`src/rtl/seq_div_pkg.sv`:
```
// seq_div_pkg: shared types and helpers for the iterative signed divider.
//   state_e      - divider FSM states
//   cnt_width()  - width of the iteration counter for an N-step divide
//   sat_*_mag()  - saturation magnitudes derived from the operand width
package seq_div_pkg;

  typedef enum logic [1:0] {StIdle, StCalc, StFix, StDone} state_e;

  // Widest operand the saturation helpers can describe.
  localparam int unsigned MaxWidth = 128;

  function automatic int unsigned cnt_width(int unsigned n);
    return (n > 1) ? $clog2(n) : 1;
  endfunction

  // Largest positive quotient magnitude: 2^(width-1)-1.
  function automatic logic [MaxWidth-1:0] sat_pos_mag(int unsigned width);
    return (MaxWidth'(1) << (width - 1)) - MaxWidth'(1);
  endfunction

  // Largest negative quotient magnitude: 2^(width-1).
  function automatic logic [MaxWidth-1:0] sat_neg_mag(int unsigned width);
    return MaxWidth'(1) << (width - 1);
  endfunction

endpackage

```
`src/rtl/sdiv_abs.sv`:
```
// sdiv_abs: combinational two's-complement conditional negate.
//   din  - operand
//   neg  - 1: dout = -din, 0: dout = din
//   dout - result; with neg = din[MSB] it is |din| read as unsigned, so the
//          most negative value maps exactly onto 2^(WIDTH-1).
module sdiv_abs #(
  parameter int unsigned WIDTH = 56
) (
  input  logic [WIDTH-1:0] din,
  input  logic             neg,
  output logic [WIDTH-1:0] dout
);

  assign dout = neg ? (~din + WIDTH'(1)) : din;

endmodule

```
`src/rtl/seq_signed_div.sv`:
```
// seq_signed_div: handshaked signed fixed-point divider, one restoring step per
// cycle. The dividend is scaled by 2^FRAC_BITS before dividing.
//   clk, rst_n          - clock, asynchronous active-low reset
//   in_valid/in_ready   - operand handshake (ready only while idle)
//   din1, din2          - signed dividend, signed divisor
//   out_valid/out_ready - result handshake; outputs held while stalled
//   quot, rem           - signed quotient, remainder of the scaled dividend
//   div_zero, ovf       - divisor was zero / quotient saturated
// Build option: define SEQ_SIGNED_DIV_ROUND_EN to round the quotient half away
// from zero instead of truncating toward zero.
module seq_signed_div
  import seq_div_pkg::*;
#(
  parameter int unsigned WIDTH     = 56,
  parameter int unsigned FRAC_BITS = 0
) (
  input  logic             clk,
  input  logic             rst_n,
  input  logic             in_valid,
  output logic             in_ready,
  input  logic [WIDTH-1:0] din1,
  input  logic [WIDTH-1:0] din2,
  output logic             out_valid,
  input  logic             out_ready,
  output logic [WIDTH-1:0] quot,
  output logic [WIDTH-1:0] rem,
  output logic             div_zero,
  output logic             ovf
);

  localparam int unsigned N    = WIDTH + FRAC_BITS;
  localparam int unsigned CntW = cnt_width(N);

  localparam logic [WIDTH-1:0] SatPos = WIDTH'(sat_pos_mag(WIDTH));
  localparam logic [WIDTH-1:0] SatNeg = WIDTH'(sat_neg_mag(WIDTH));
  localparam logic [N:0]       LimPos = (N+1)'(sat_pos_mag(WIDTH));
  localparam logic [N:0]       LimNeg = (N+1)'(sat_neg_mag(WIDTH));

  state_e            state_q;
  logic [CntW-1:0]   cnt_q;
  // Scaled dividend shifts out of the top while quotient bits shift in below.
  logic [N-1:0]      quo_q;
  logic [WIDTH-1:0]  prem_q;
  logic [WIDTH-1:0]  dvs_q;
  logic              sign_q_q;
  logic              sign_r_q;

  logic [WIDTH-1:0]  mag1, mag2;
  logic [WIDTH:0]    shifted, trial;
  logic [N:0]        qmag;
  logic [WIDTH-1:0]  rmag, quot_s, rem_s;
  logic              round_up, rem_neg, ovf_c;

  sdiv_abs #(.WIDTH(WIDTH)) u_abs_dividend (
    .din  (din1),
    .neg  (din1[WIDTH-1]),
    .dout (mag1)
  );

  sdiv_abs #(.WIDTH(WIDTH)) u_abs_divisor (
    .din  (din2),
    .neg  (din2[WIDTH-1]),
    .dout (mag2)
  );

  sdiv_abs #(.WIDTH(WIDTH)) u_sign_quot (
    .din  (qmag[WIDTH-1:0]),
    .neg  (sign_q_q),
    .dout (quot_s)
  );

  sdiv_abs #(.WIDTH(WIDTH)) u_sign_rem (
    .din  (rmag),
    .neg  (rem_neg),
    .dout (rem_s)
  );

  always_comb begin
    shifted = {prem_q, quo_q[N-1]};
    trial   = shifted - {1'b0, dvs_q};
`ifdef SEQ_SIGNED_DIV_ROUND_EN
    round_up = ({prem_q, 1'b0} >= {1'b0, dvs_q});
`else
    round_up = 1'b0;
`endif
    qmag    = {1'b0, quo_q} + {{N{1'b0}}, round_up};
    // Rounding up leaves din1_scaled - quot*din2 with the opposite sign of din1.
    rmag    = round_up ? (dvs_q - prem_q) : prem_q;
    rem_neg = sign_r_q ^ round_up;
    ovf_c   = sign_q_q ? (qmag > LimNeg) : (qmag > LimPos);
  end

  assign in_ready = (state_q == StIdle);

  always_ff @(posedge clk or negedge rst_n) begin
    if (!rst_n) begin
      state_q   <= StIdle;
      cnt_q     <= '0;
      quo_q     <= '0;
      prem_q    <= '0;
      dvs_q     <= '0;
      sign_q_q  <= 1'b0;
      sign_r_q  <= 1'b0;
      quot      <= '0;
      rem       <= '0;
      div_zero  <= 1'b0;
      ovf       <= 1'b0;
      out_valid <= 1'b0;
    end else begin
      unique case (state_q)
        StIdle: begin
          if (in_valid) begin
            sign_q_q <= din1[WIDTH-1] ^ din2[WIDTH-1];
            sign_r_q <= din1[WIDTH-1];
            quo_q    <= N'(mag1) << FRAC_BITS;
            dvs_q    <= mag2;
            prem_q   <= '0;
            cnt_q    <= CntW'(N - 1);
            state_q  <= (din2 == '0) ? StFix : StCalc;
          end
        end
        StCalc: begin
          // Keep the trial difference only when it did not go negative.
          quo_q  <= {quo_q[N-2:0], ~trial[WIDTH]};
          prem_q <= trial[WIDTH] ? shifted[WIDTH-1:0] : trial[WIDTH-1:0];
          cnt_q  <= cnt_q - CntW'(1);
          if (cnt_q == '0) state_q <= StFix;
        end
        StFix: begin
          if (dvs_q == '0) begin
            div_zero <= 1'b1;
            ovf      <= 1'b0;
            rem      <= '0;
            quot     <= (quo_q == '0) ? '0 : (sign_r_q ? SatNeg : SatPos);
          end else if (ovf_c) begin
            div_zero <= 1'b0;
            ovf      <= 1'b1;
            rem      <= '0;
            quot     <= sign_q_q ? SatNeg : SatPos;
          end else begin
            div_zero <= 1'b0;
            ovf      <= 1'b0;
            rem      <= rem_s;
            quot     <= quot_s;
          end
          state_q <= StDone;
        end
        StDone: begin
          // First DONE cycle raises out_valid; results are already stable.
          if (!out_valid) begin
            out_valid <= 1'b1;
          end else if (out_ready) begin
            out_valid <= 1'b0;
            state_q   <= StIdle;
          end
        end
        default: state_q <= StIdle;
      endcase
    end
  end

endmodule
```
`config.mk`:
```
export PLATFORM = sky130hd
export DESIGN_NAME = seq_signed_div
export DESIGN_NICKNAME = d
export VERILOG_FILES = /design/src/rtl/seq_div_pkg.sv /design/src/rtl/sdiv_abs.sv /design/src/rtl/seq_signed_div.sv
export SDC_FILE = /design/constraint.sdc
export NUM_CORES = 1
export LEC_CHECK = 0
export ABC_AREA = 0
export CAP_MARGIN = 40
export CORE_MARGIN = 8
export CORE_UTILIZATION = 58
export DETAILED_ROUTE_END_ITERATION = 10
export PLACE_DENSITY = 0.94
export RECOVER_POWER = 25
export SYNTH_ARGS = -nofsm -noshare
export SYNTH_HDL_FRONTEND = slang
export SYNTH_SLANG_ARGS = --single-unit
```
`constraint.sdc`:
```
create_clock -name clk -period 5.2 [get_ports clk]
set_input_delay 1.56 -clock clk [delete_from_list [all_inputs] [get_ports clk]]
set_output_delay 1.56 -clock clk [all_outputs]
set_load 0.02 [all_outputs]
```
==> flow_summary_export.csv, run 1 <==
group,metric,value,unit
floorplanning,die_h,204,um
sta,rsz0062_at_grt,"no",
floorplanning,coreArea,35300,um2
critical_path,cp.arrival,5.07,ns
cts,root_buffer,"clkbuf_16",
cts,cts_hold_buf,0,
placed_design,pre_cts_ws,0.0517,ns
cts,clk_pin_slew,0.06,ns
logic_synthesis,syn_area,20600,um2
final_layout,fillCellCount,2638,
routing,vias,20168,
grt,antenna_found_initial,3,
sta,hold_viol,0,
floorplanning,top_level_ports,232,
critical_path,crit_fanout,6,
routing,ant_nets,0,
pwr,ir_worst_vdd,0.553,mV
pwr,total_power,16.7,mW
logic_synthesis,synthDistinctLibCells,69,
critical_path,crit_type,"in -> reg",
final_layout,most-common-layout-cells,"308 x nand2_1, 293 x dfrtp_1, 272 x o21ai_0",
floorplanning,initial_utilization,0.583,
cts,clock_latency,0.53,ns
routing,drt_iter0_markers,2242,
logic_synthesis,synth_fp_nets,2706,
worst_hold_path,hold_path.class,"reg -> reg",
sta,min_period_over_period,0.900,
final_layout,final_cell_area,24600,um2
final_layout,area_delta_synth_final,19.6,%
final_layout,drive_gt1_frac,0.0495,
placed_design,post_dp_cell_area,23400,um2
cts,postCtsSetupRepairBufs,0,
final_layout,seq_area,7330,um2
sta,slew_violations,127,
final_layout,mostFrequentLayoutCell,"nand2_1",
grt,grt_first_pass_wirelength,103000,um
critical_path,slowest_delay,0.63,ns
cts,clock-sinks,293,
critical_path,critPathLaunchType,"input pin",
logic_synthesis,synthCells,2523,
logic_synthesis,ys.flop_type,"dfrtp_1",
logic_synthesis,ys_seq_area_frac,0.356,
sta,final.setup.tns,0,ns
floorplanning,dieArea,41800,um2
critical_path,worstPathCellList,"clkdlybuf4s50_1, or4_1, nor4_2, nand4_1, or4_1, nor2b_1, nand4_1, o41ai_1, xor2_1, o21ai_0",
final_layout,nNetsFinal,2865,
placed_design,dp.cells,3106,
routing,first_pass_iters,8,
sta,fmax,0.214,GHz
sta,relSlewSlack,-1.16,
cts,numCtsBuffers,35,
logic_synthesis,ys_async_sr_fraction,1.00,
cts,cts_buffer_depth,3,
outcome,outcome,"complete, but fails checks",
logic_synthesis,yosysWarnings,0,
critical_path,cp_data_required_time,5.59,ns
routing,vias_per_cell,6.36,
pwr,leakage,10.6,nW
cts,cts_resized,0,
routing,remaining_drc_errors,0,
grt,overflow,0,
pwr,power_density,679,nW/um2
grt,grt_pass1_vias,18855,
final_layout,multi_input_area,12000,um2
critical_path,crit_path_end_kind,"register",
sta,finalSetupViolations,0,
floorplanning,die_x,204,um
grt,grt_max_degree,129,
placed_design,hpwl,48900,um
cts,htree_num_levels,2,
sta,setup_slack,0.520,ns
floorplanning,row_count,69,
cts,cts_tree,"yes",
sta,skew,0.0136,ns
sta,period_needed,4.68,ns
logic_synthesis,syn_avg_cell_area,8.16,um2
logic_synthesis,synth_edf_count,0,
critical_path,cp_slowest_cell,"or4_1",
job,drv_cap,1,
outcome,violations,"max-capacitance violations, max-slew violations",
placed_design,portBuffers,231,
sta,tightest_slew,3.24,ns
routing,wl_per_cell,20.7,um
routing,wirelength,65700,um
grt,grt_usage,0.302,
placed_design,gp_congestion,1.00,
final_layout,layoutNonFillerInstCount,3170,
logic_synthesis,ys_seq_elements,293,
power breakdown:
| part | internal [mW] | total (mW) | switching [mW] |
|---|---|---|---|
| Combinational | 3.90 | 9.61 | 5.71 |
| Clock | 1.65 | 2.68 | 1.03 |
| Sequential | 3.20 | 4.43 | 1.24 |
| Total | 8.75 | 16.7 | 7.97 |
stage by stage:
| stage | hold WS [ns] | utilization |
|---|---|---|
| after floorplan | 0.456 | - |
| after global placement | 0.481 | 0.660 |
| after detailed placement | 0.498 | 0.662 |
| after CTS | 0.511 | 0.698 |
| after global routing | 0.521 | 0.698 |
| final | 0.509 | 0.698 |
kinds of logic (layout without fill, tap and decap cells):
logic type                 Yosys count  after routing  synth area share
and+or+nand+nor                    716            716             0.165
AOI/OAI and AO/OA                  792            792             0.237
adders and majority gates           67             67            0.0411
muxes                               69             69            0.0337
other                                0              1                 0
DFF                                293            293             0.356
xor gates and xnor gates           248            248             0.105
buffers and inverters              338            523            0.0619
path summary, 6_finish.rpt:
check,from,to,slack [ns],cells past startpoint
worst min register to register,cnt_q[0],cnt_q[0],0.51,1
max in group asynchronous,rst_n,rem[22],1.21,1
worst max-delay path,din2[7],dvs_q[50],0.52,10
worst max register to register,quo_q[55],prem_q[52],0.70,14
min in group asynchronous,rst_n,dvs_q[12],2.03,1
worst min-delay path,cnt_q[0],cnt_q[0],0.51,1
worst max-delay path: cells and delay by family:
kind	cells	cell delay, ns
and+or+nand+nor	6	2.36
AOI/OAI and AO/OA	2	0.51
buffers and inverters	1	0.46
xor gates and xnor gates	1	0.17
synth_stat cells (4+ instances only):
cell       instances  area share
nand2_1          309       0.056
dfrtp_1          293        0.36
o21ai_0          272       0.066
inv_1            186       0.034
a21oi_1          184       0.045
xor2_1           166       0.071
clkbuf_1         136       0.025
nor2_1           136       0.025
xnor2_1           82       0.035
o22ai_1           68       0.021
ha_1              66       0.040
mux2i_1           66       0.032
o31ai_1           63       0.023
o221ai_1          47       0.020
nand3_1           34      0.0083
nor3_1            34      0.0083
nor4_1            30      0.0091
or4_1             30       0.011
a21o_1            27      0.0098
o41ai_1           27       0.011
or3_1             27      0.0082
nand2b_1          25      0.0076
nand4_1           24      0.0073
a211oi_1          14      0.0051
a31oi_1           13      0.0039
o211ai_1          12      0.0044
and2_1            10      0.0030
buf_1             10      0.0018
and3_1             9      0.0027
nor2b_1            9      0.0027
o21bai_1           9      0.0033
nor3b_1            8      0.0029
o21a_1             7      0.0026
or2_2              7      0.0021
and4_1             6      0.0026
a22o_1             5      0.0021
a2bb2oi_1          5      0.0021
buf_2              5      0.0012
a211o_1            4      0.0017
layout make-up:
type | count | area share
sequential | 293 | 0.298
antenna | 1 | 0.000102
clock inverter | 20 | 0.0115
tap | 461 | 0.0234
clock buffer | 43 | 0.0397
multi-input combinational | 1892 | 0.489
timing repair buffer | 273 | 0.111
inverter | 187 | 0.0285
registers in the layout (all words and copies together), names as in the netlist:
name / flops
out_valid: 1
div_zero: 1
prem_q: 56
dvs_q: 56
sign_q_q: 1
ovf: 1
quo_q: 56
cnt_q: 6
quot: 56
rem_neg: 1
state_q: 2
rem: 56
metal layers:
metal | share of wire | GRT usage | wire length, um | vias to the layer above
met4 | 0.022 | 0.0800 | 1470 | 4
met5 | 0.00041 | 0 | 27 | -
met2 | 0.43 | 0.441 | 28100 | 1050
li1 | - | - | - | 9332
met1 | 0.44 | 0.447 | 29100 | 9655
met3 | 0.11 | 0.0639 | 7070 | 127
No activity file was read; power rests on OpenSTA's default activity.
==> run 2: changes to the inputs <==
--- a/config.mk
+++ b/config.mk
@@ -6,7 +6,7 @@
 export NUM_CORES = 1
 export LEC_CHECK = 0
 export ABC_AREA = 0
-export CAP_MARGIN = 40
+export CAP_MARGIN = 25
 export CORE_MARGIN = 8
 export CORE_UTILIZATION = 58
 export DETAILED_ROUTE_END_ITERATION = 10
==> flow_summary_export.csv, run 2 (synthesis gave the netlist of run 1 again) <==
group,metric,value,unit
cts,postCtsSetupRepairBufs,0,
floorplanning,coreArea,35300,um2
floorplanning,die_x,204,um
sta,hold_viol,0,
outcome,violations,"max-capacitance violations, max-slew violations",
sta,setup_slack,0.515,ns
cts,root_buffer,"clkbuf_16",
sta,fmax,0.213,GHz
final_layout,layoutNonFillerInstCount,3166,
floorplanning,die_h,204,um
routing,ant_nets,0,
cts,htree_num_levels,2,
grt,grt_pass1_vias,18363,
floorplanning,dieArea,41800,um2
final_layout,area_delta_synth_final,18.9,%
placed_design,pre_cts_ws,0.00594,ns
routing,remaining_drc_errors,0,
floorplanning,initial_utilization,0.583,
sta,relSlewSlack,-1.15,
grt,antenna_found_initial,1,
placed_design,gp_congestion,1.00,
final_layout,nNetsFinal,2860,
grt,globalRouteMet3Util,0.0571,
sta,tightest_slew,3.23,ns
pwr,leakage,10.6,nW
placed_design,hpwl,48600,um
cts,cts_hold_buf,0,
placed_design,dp.cells,3102,
placed_design,post_dp_cell_area,23300,um2
placed_design,portBuffers,231,
grt,grt_first_pass_wirelength,101000,um
routing,wirelength,64100,um
sta,slew_violations,127,
critical_path,critPathLaunchType,"input pin",
worst_hold_path,hp-start,"cnt_q[0]",
sta,min_period_over_period,0.901,
final_layout,final_cell_area,24500,um2
final_layout,drive_gt1_frac,0.0474,
routing,drt_iter0_markers,2277,
final_layout,mostFrequentLayoutCell,"nand2_1",
floorplanning,row_count,69,
critical_path,crit_fanout,6,
final_layout,most-common-layout-cells,"308 x nand2_1, 293 x dfrtp_1, 272 x o21ai_0",
worst_hold_path,hold_path.class,"reg -> reg",
grt,top_usage_layer,"met1",
cts,cts_tree,"yes",
critical_path,slowest_delay,0.59,ns
critical_path,worstPathCellList,"clkdlybuf4s50_1, or4_1, nor4_2, nand4_1, or4_1, nor2b_1, nand4_1, o41ai_1, xor2_1, o21ai_0",
floorplanning,top_level_ports,232,
critical_path,cp.arrival,5.04,ns
sta,period_needed,4.69,ns
critical_path,crit_path_end_kind,"register",
critical_path,crit_family,"simple AND/OR/NAND/NOR gates",
job,drv_cap,1,
pwr,ir_worst_vdd,0.553,mV
critical_path,r2r_start,"quo_q[55]",
final_layout,fillCellCount,2696,
cts,clock_latency,0.53,ns
grt,grt_max_degree,129,
final_layout,utilization,0.693,
routing,vias,19957,
sta,skew,0.0143,ns
routing,wl_per_cell,20.3,um
sta,finalSetupViolations,0,
critical_path,crit_type,"in -> reg",
grt,grt_use_met2,0.420,
grt,use_met1,0.450,
outcome,outcome,"complete, but fails checks",
cts,cts_resized,0,
critical_path,cp_num_buf_inv,1,
pwr,power_density,669,nW/um2
routing,first_pass_iters,6,
routing,vias_per_cell,6.30,
critical_path,cp_slowest_cell,"or4_1",
cts,clk_pin_slew,0.06,ns
sta,rsz0062_at_grt,"no",
sta,final.setup.tns,0,ns
cts,clock-sinks,293,
cts,cts_buffer_depth,3,
cts,numCtsBuffers,34,
critical_path,worstSetupStartpoint,"din2[5]",
grt,overflow,0,
critical_path,cp_data_required_time,5.55,ns
grt,grt_usage,0.296,
-- run 2: cell types whose count changed in the layout (fill, tap and decap cells not counted), sizes merged --
cell / previous run / this run
clkinvlp: 6 / 4
inv: 188 / 187
diode: 1 / 2
clkinv: 7 / 10
bufinv: 6 / 3
clkbuf: 44 / 46
buf: 43 / 39
-- run 2: layout make-up --
cell class	instances	area [um2]	area share
multi-input cells	1892	12000	0.492
flip-flops and latches	293	7330	0.299
repair buffers	269	2650	0.108
clock buffers	45	996	0.0407
inverters	187	702	0.0287
well taps	461	577	0.0236
clock inverters	17	181	0.00741
diodes	2	5.00	0.000204
-- run 2: worst register-to-register path, delay by kind of cell, from the launching register on --
family                   cells  cell delay [ns]
AND/OR/NAND/NOR              2             0.38
AO/OA/AOI/OAI                7             1.68
flip-flops                   1             0.60
adder cells (fa/ha/maj)      2             0.65
buffers and inverters        2             0.46
XOR/XNOR                     1             0.63
-- run 2: worst paths after layout --
path	endpoint	slack, ns	depth (start not counted)
max	dvs_q[50]	0.51	10
min	cnt_q[0]	0.50	1
max reg2reg	prem_q[52]	0.65	14
max in group asynchronous	quot[52]	1.21	1
min reg2reg	cnt_q[0]	0.50	1
min in group asynchronous	dvs_q[12]	2.05	1
-- run 2: where the power goes --
part	switching, mW	leakage [nW]	internal, mW
registers	1.22	3.72	3.20
logic	5.63	6.26	3.85
clock network	0.987	0.573	1.51
total	7.83	10.6	8.56
-- run 2: layer usage --
layer	share of wire	routed length (um)	vias to the layer above
met5	0	0	-
met4	0.022	1420	0
met3	0.11	6760	105
met2	0.42	26900	1003
met1	0.45	29000	9533
li1	-	-	9316
-- run 2: metrics by stage --
stage                     hold slack, ns  power [mW]
final                              0.505        16.4
after global routing               0.537        17.5
after CTS                          0.505        16.2
after detailed placement           0.495        13.7
after global placement             0.481        13.3
after floorplan                    0.456        10.6
==> RTL change 1 (settings of run 2) <==
`WIDTH` is set to 56 in 2 places; all go to 60.
--- a/src/rtl/sdiv_abs.sv
+++ b/src/rtl/sdiv_abs.sv
@@ -6,3 +6,3 @@
 module sdiv_abs #(
-  parameter int unsigned WIDTH = 56
+  parameter int unsigned WIDTH = 60
 ) (
--- a/src/rtl/seq_signed_div.sv
+++ b/src/rtl/seq_signed_div.sv
@@ -13,3 +13,3 @@
 #(
-  parameter int unsigned WIDTH     = 56,
+  parameter int unsigned WIDTH     = 60,
   parameter int unsigned FRAC_BITS = 0
Interface: changed (resized din1, din2, quot and rem); port bits go from 232 to 248. The function was not compared with the original's and may differ.
==> RTL change 1 against run 2 <==
The flow still finishes with violations (capacitance limit, slew limit). Power fell by 2.0%. Die area rose by 4.3%. Non-clock buffer count increased by 44. Hold slack worse by 20 ps. Final area rose by 4.8%. Wire length grew 12%. Critical path depth is 1 higher. Core utilization rose by 0.78 points. Sequential share of layout area rose by 0.57 points. Global-route usage grew 2.4 points. Area after synthesis up 4.6%. Worst setup slack worse by 230 ps. Sequential cell count is 20 higher. Critical path type unchanged. Highest routed layer unchanged.
==> RTL change 1: results (changes against run 2) <==
Synth Area per Inst: 8.262 um2 (was 8.165 um2)
Cell count after placement: 3224 (was 3102)
Via count of the first global-routing pass: 21060 (was 18360)
Met2 Track Usage GR: 51.92% (was 41.99%)
Global router's overall resource usage: 31.93% (was 29.58%)
Layout cell share with drive strength beyond 1: 6.028% (was 4.735%)
Worst reg2reg path endpoint: prem_q[22]$_DFFE_PN0P_ (was prem_q[52]$_DFFE_PN0P_)
CP Launch Point: din2[8] (was din2[5])
Critical path data arrival time: 5290 ps (was 5040 ps)
Min Clock Period, post-route: 4914 ps (was 4685 ps)
Violated checks: capacitance limit, slew limit (unchanged)
Max-cap violations: 1 (unchanged)
Worst reg-to-reg path cell count: 15 (was 14)
Met1 layer usage reported by global route: 40.65% (was 44.97%)
Fraction of synthesized area in multiplexers: 0.7488% (was 3.371%)
Flop-to-flop setup slack: 460 ps (was 650 ps)
Number of inserted diodes: 0 (was 2)
Number of buffers added by the clock tree synthesis step: 36 (was 34)
Gpl congestion: 1.056 (was 1.004)
Max-slew violations: 95 (was 127)
Cells taking the most area after synthesis: sky130_fd_sc_hd__dfrtp_1 (36%), sky130_fd_sc_hd__xor2_1 (8.9%), sky130_fd_sc_hd__o21ai_0 (6.2%) (was sky130_fd_sc_hd__dfrtp_1 (36%), sky130_fd_sc_hd__xor2_1 (7.1%), sky130_fd_sc_hd__o21ai_0 (6.6%))
Most common library cells after synthesis: sky130_fd_sc_hd__dfrtp_1 (313), sky130_fd_sc_hd__nand2_1 (307), sky130_fd_sc_hd__o21ai_0 (268) (was sky130_fd_sc_hd__nand2_1 (309), sky130_fd_sc_hd__dfrtp_1 (293), sky130_fd_sc_hd__o21ai_0 (272))
Fraction of the mapped netlist area in compound gates: 23.19% (was 23.66%)
Result of the run: complete, but fails checks (unchanged)
Parity-gate share of the synthesized area counting xor and xnor cells: 11.13% (was 10.54%)
==> RTL change 1: changes by cell type in the layout (fill, tap and decap cells not counted), sizes merged, moves of 15 or more <==
cell / delta
inv: -95
nand3: +75
o2bb2ai: +60
xor2: +52
mux2i: -51
nor2: +46
o221ai: -41
buf: +27
xnor2: -26
or3: +21
dfrtp: +20
a21oi: -19
o22ai: -19
clkdlybuf4s50: +15
==> RTL change 1: final cells by class <==
cell class	count	area (um2)	area share (%)
inverters	92	345.3	1.345
flip-flops and latches	313	7833	30.51
clock inverters	18	168.9	0.6580
repair buffers	313	2990	11.65
multi-input cells	2039	12760	49.72
clock buffers	45	984.7	3.836
well taps	468	585.6	2.281
==> RTL change 1: worst min path at each step <==
| stage | to | slack (ps) |
|---|---|---|
| finish | dvs_q[19]$_DFFE_PN0P_ | 480 |
| detailed placement | dvs_q[19]$_DFFE_PN0P_ | 470 |
| global route | rem[59]$_DFFE_PN0P_ | 510 |
| CTS | dvs_q[19]$_DFFE_PN0P_ | 480 |
| global placement | dvs_q[20]$_DFFE_PN0P_ | 470 |
| floorplan | dvs_q[16]$_DFFE_PN0P_ | 450 |
==> RTL change 1: power by group <==
part,switching [mW],leakage [nW],internal [mW]
sequential,1.10,3.95,3.39
combinational,5.71,6.59,3.36
clock,1.10,0.568,1.41
==> RTL change 1: layer usage <==
layer | routed length (um) | vias to the layer above | part of all wire [%]
met5 | 0 | - | 0
met4 | 3835 | 0 | 5.3
met3 | 6291 | 223 | 8.7
met2 | 33850 | 1156 | 47
met1 | 28160 | 10460 | 39
li1 | - | 9767 | -
==> RTL change 1: worst min-delay path, stage by stage (launching register included) <==
cell and delay, ps:
sky130_fd_sc_hd__dfrtp_1 340, sky130_fd_sc_hd__nand2_1 50, sky130_fd_sc_hd__o21ai_0 60
==> RTL change 2 (flow settings as in run 2) <==
Made on the original files. The 4 states of `state_e` get a Gray code encoding in 2 bits.
--- a/src/rtl/seq_div_pkg.sv
+++ b/src/rtl/seq_div_pkg.sv
@@ -6,3 +6,3 @@
 
-  typedef enum logic [1:0] {StIdle, StCalc, StFix, StDone} state_e;
+  typedef enum logic [1:0] {StIdle = 2'b00, StCalc = 2'b01, StFix = 2'b11, StDone = 2'b10} state_e;
 
Behaviour: no difference found for any inputs over 4 cycles, from zero or initial values and one cycle with rst_n low; so few cycles prove little.
==> RTL change 2 against run 2 <==
The run still ends with capacitance limit, slew limit left. Register-to-register slack better by 120 ps. Clock skew rose by 23 ps. Wire length fell by 0.54%. Final area down 4.9%. Die area is 4.2% lower. Synthesized cell count decreased by 8.6%. Area after synthesis down 4.5%. Power grew 10%. Sequential power increased by 10%. Worst setup slack worse by 53 ps. Sequential cell count did not move.
==> RTL change 2: results (changes against run 2) <==
Via count of the first global-routing pass: 18240 (was 18360)
Routed Wire Length: 63.79 mm (was 64.13 mm)
Net count, final: 2640 (was 2860)
Wire length of the first global-routing pass: 100.9 mm (was 100.6 mm)
Number of buffers added on ports: 231 (unchanged)
Layout cell share with drive strength beyond 1: 4.954% (was 4.735%)
Least-Margin Pin Slew: 2295 ps (was 3230 ps)
Pin count of the biggest net entering global routing: 102 (was 129)
Critical path fanouts, max: 7 (was 6)
Instance area after placement: 0.02229 mm2 (was 0.02331 mm2)
Result of the run: complete, but fails checks (unchanged)
Count of distinct cell types in the synthesized netlist: 71 (was 69)
Critical path data arrival time: 5240 ps (was 5040 ps)
Cell type of the slowest stage on the worst timing path: sky130_fd_sc_hd__or4b_1 (was sky130_fd_sc_hd__or4_1)
Max-slew violations: 92 (was 127)
Number of filler instances in the final layout: 2482 (was 2696)
Non-filler cells in the finished layout: 2933 (was 3166)
Cells taking the most area after synthesis: sky130_fd_sc_hd__dfrtp_1 (37%), sky130_fd_sc_hd__xor2_1 (9.0%), sky130_fd_sc_hd__o21ai_0 (9.0%) (was sky130_fd_sc_hd__dfrtp_1 (36%), sky130_fd_sc_hd__xor2_1 (7.1%), sky130_fd_sc_hd__o21ai_0 (6.6%))
Number of buffers added by the clock tree synthesis step: 31 (was 34)
Iteration-0 DRC Markers: 2214 (was 2277)
Detailed placer's ending HPWL: 48.09 mm (was 48.62 mm)
Max Root-Sink Buffers: 3 (unchanged)
Sequential element share of the synthesized area: 37.29% (was 35.59%)
H-tree level count: 1 (was 2)
Vias per cell: 6.516 (was 6.304)
Worst-Skew Late Latency: 600 ps (was 530 ps)
Syn Inst Count: 2307 (was 2523)
Worst VDD drop: 0.5729 mV (was 0.5530 mV)
Most common library cells after synthesis: sky130_fd_sc_hd__o21ai_0 (355), sky130_fd_sc_hd__nand2_1 (298), sky130_fd_sc_hd__dfrtp_1 (293) (was sky130_fd_sc_hd__nand2_1 (309), sky130_fd_sc_hd__dfrtp_1 (293), sky130_fd_sc_hd__o21ai_0 (272))
Setup Skew: 36.90 ps (was 14.31 ps)
Max-cap violations: 1 (unchanged)
Setup slack after placement: -55.02 ps (was 5.944 ps)
Clock transition at path regs: 60 ps (about the same)
Number of antenna violations at the first check in global routing: 0 (was 1)
Net Switching: 8.941 mW (was 7.834 mW)
Post-synth net total: 2486 (was 2706)
Violated checks: capacitance limit, slew limit (unchanged)
Gpl congestion: 0.9699 (was 1.004)
Global router's overall resource usage: 30.45% (was 29.58%)
-- RTL change 2: final timing paths --
path / start / end / slack [ps] / cells past startpoint
setup / recovery: din1[10] / quo_q[54]$_DFFE_PN0P_ / 460 / 11
hold / removal: rem[40]$_DFFE_PN0P_ / rem[40]$_DFFE_PN0P_ / 480 / 2
setup reg to reg: quo_q[55]$_DFFE_PN0P_ / prem_q[9]$_DFFE_PN0P_ / 770 / 14
hold reg to reg: rem[40]$_DFFE_PN0P_ / rem[40]$_DFFE_PN0P_ / 480 / 2
max in group asynchronous: rst_n / quot[17]$_DFFE_PN0P_ / 1060 / 2
min in group asynchronous: rst_n / dvs_q[12]$_DFFE_PN0P_ / 1610 / 1
-- RTL change 2: final cells by class --
cell class                 instances  share of cell area [%]
antenna                            2                 0.02150
clock buffer                      43                   3.870
clock inverter                    12                  0.4676
inverter                          85                   1.370
multi-input combinational       1790                   49.46
sequential                       293                   31.49
tap                              448                   2.408
timing repair buffer             260                   10.91
-- RTL change 2: cell families (layout without fill, tap and decap cells) --
kind of cell	after synthesis	count (layout)	synth area share (%)
other	0	2	0
adders and majority gates	63	63	4.047
muxes	51	51	2.609
and+or+nand+nor	634	634	15.70
buffers and inverters	224	400	4.320
AOI/OAI and AO/OA	781	781	24.41
xor gates and xnor gates	261	261	11.63
DFF	293	293	37.29
-- RTL change 2: metal layers --
metal / vias to the layer above / part of all wire (%) / global-route usage (%)
met4: 0 / 3.9 / 12.66
met2: 1067 / 44 / 46.08
met5: - / 0 / 0
met1: 9220 / 42 / 42.39
met3: 156 / 10 / 5.745
li1: 8667 / - / -
-- RTL change 2: worst max-delay path, delay by kind of cell --
kind | cells | cell delay (ps)
compound gates | 2 | 660
xor+xnor | 1 | 140
buf+inv | 1 | 460
simple gates | 7 | 2420
-- RTL change 2: stage by stage --
stage | utilization, % | TNS [ps]
after detailed placement | 66.64 | -133.5
after global routing | 69.59 | 0
final | 69.60 | 0
after floorplan | - | 0
after CTS | 69.66 | 0
after global placement | 66.64 | 0
-- RTL change 2: power groups by stage --
stage                     clock (mW)  combinational, mW  sequential, mW
after floorplan                    0               7.28            4.74
after global placement             0               10.5            4.69
after detailed placement           0               10.8            4.79
after CTS                       2.22               10.9            4.77
after global routing            2.29               12.0            4.95
final                           2.21               11.0            4.86
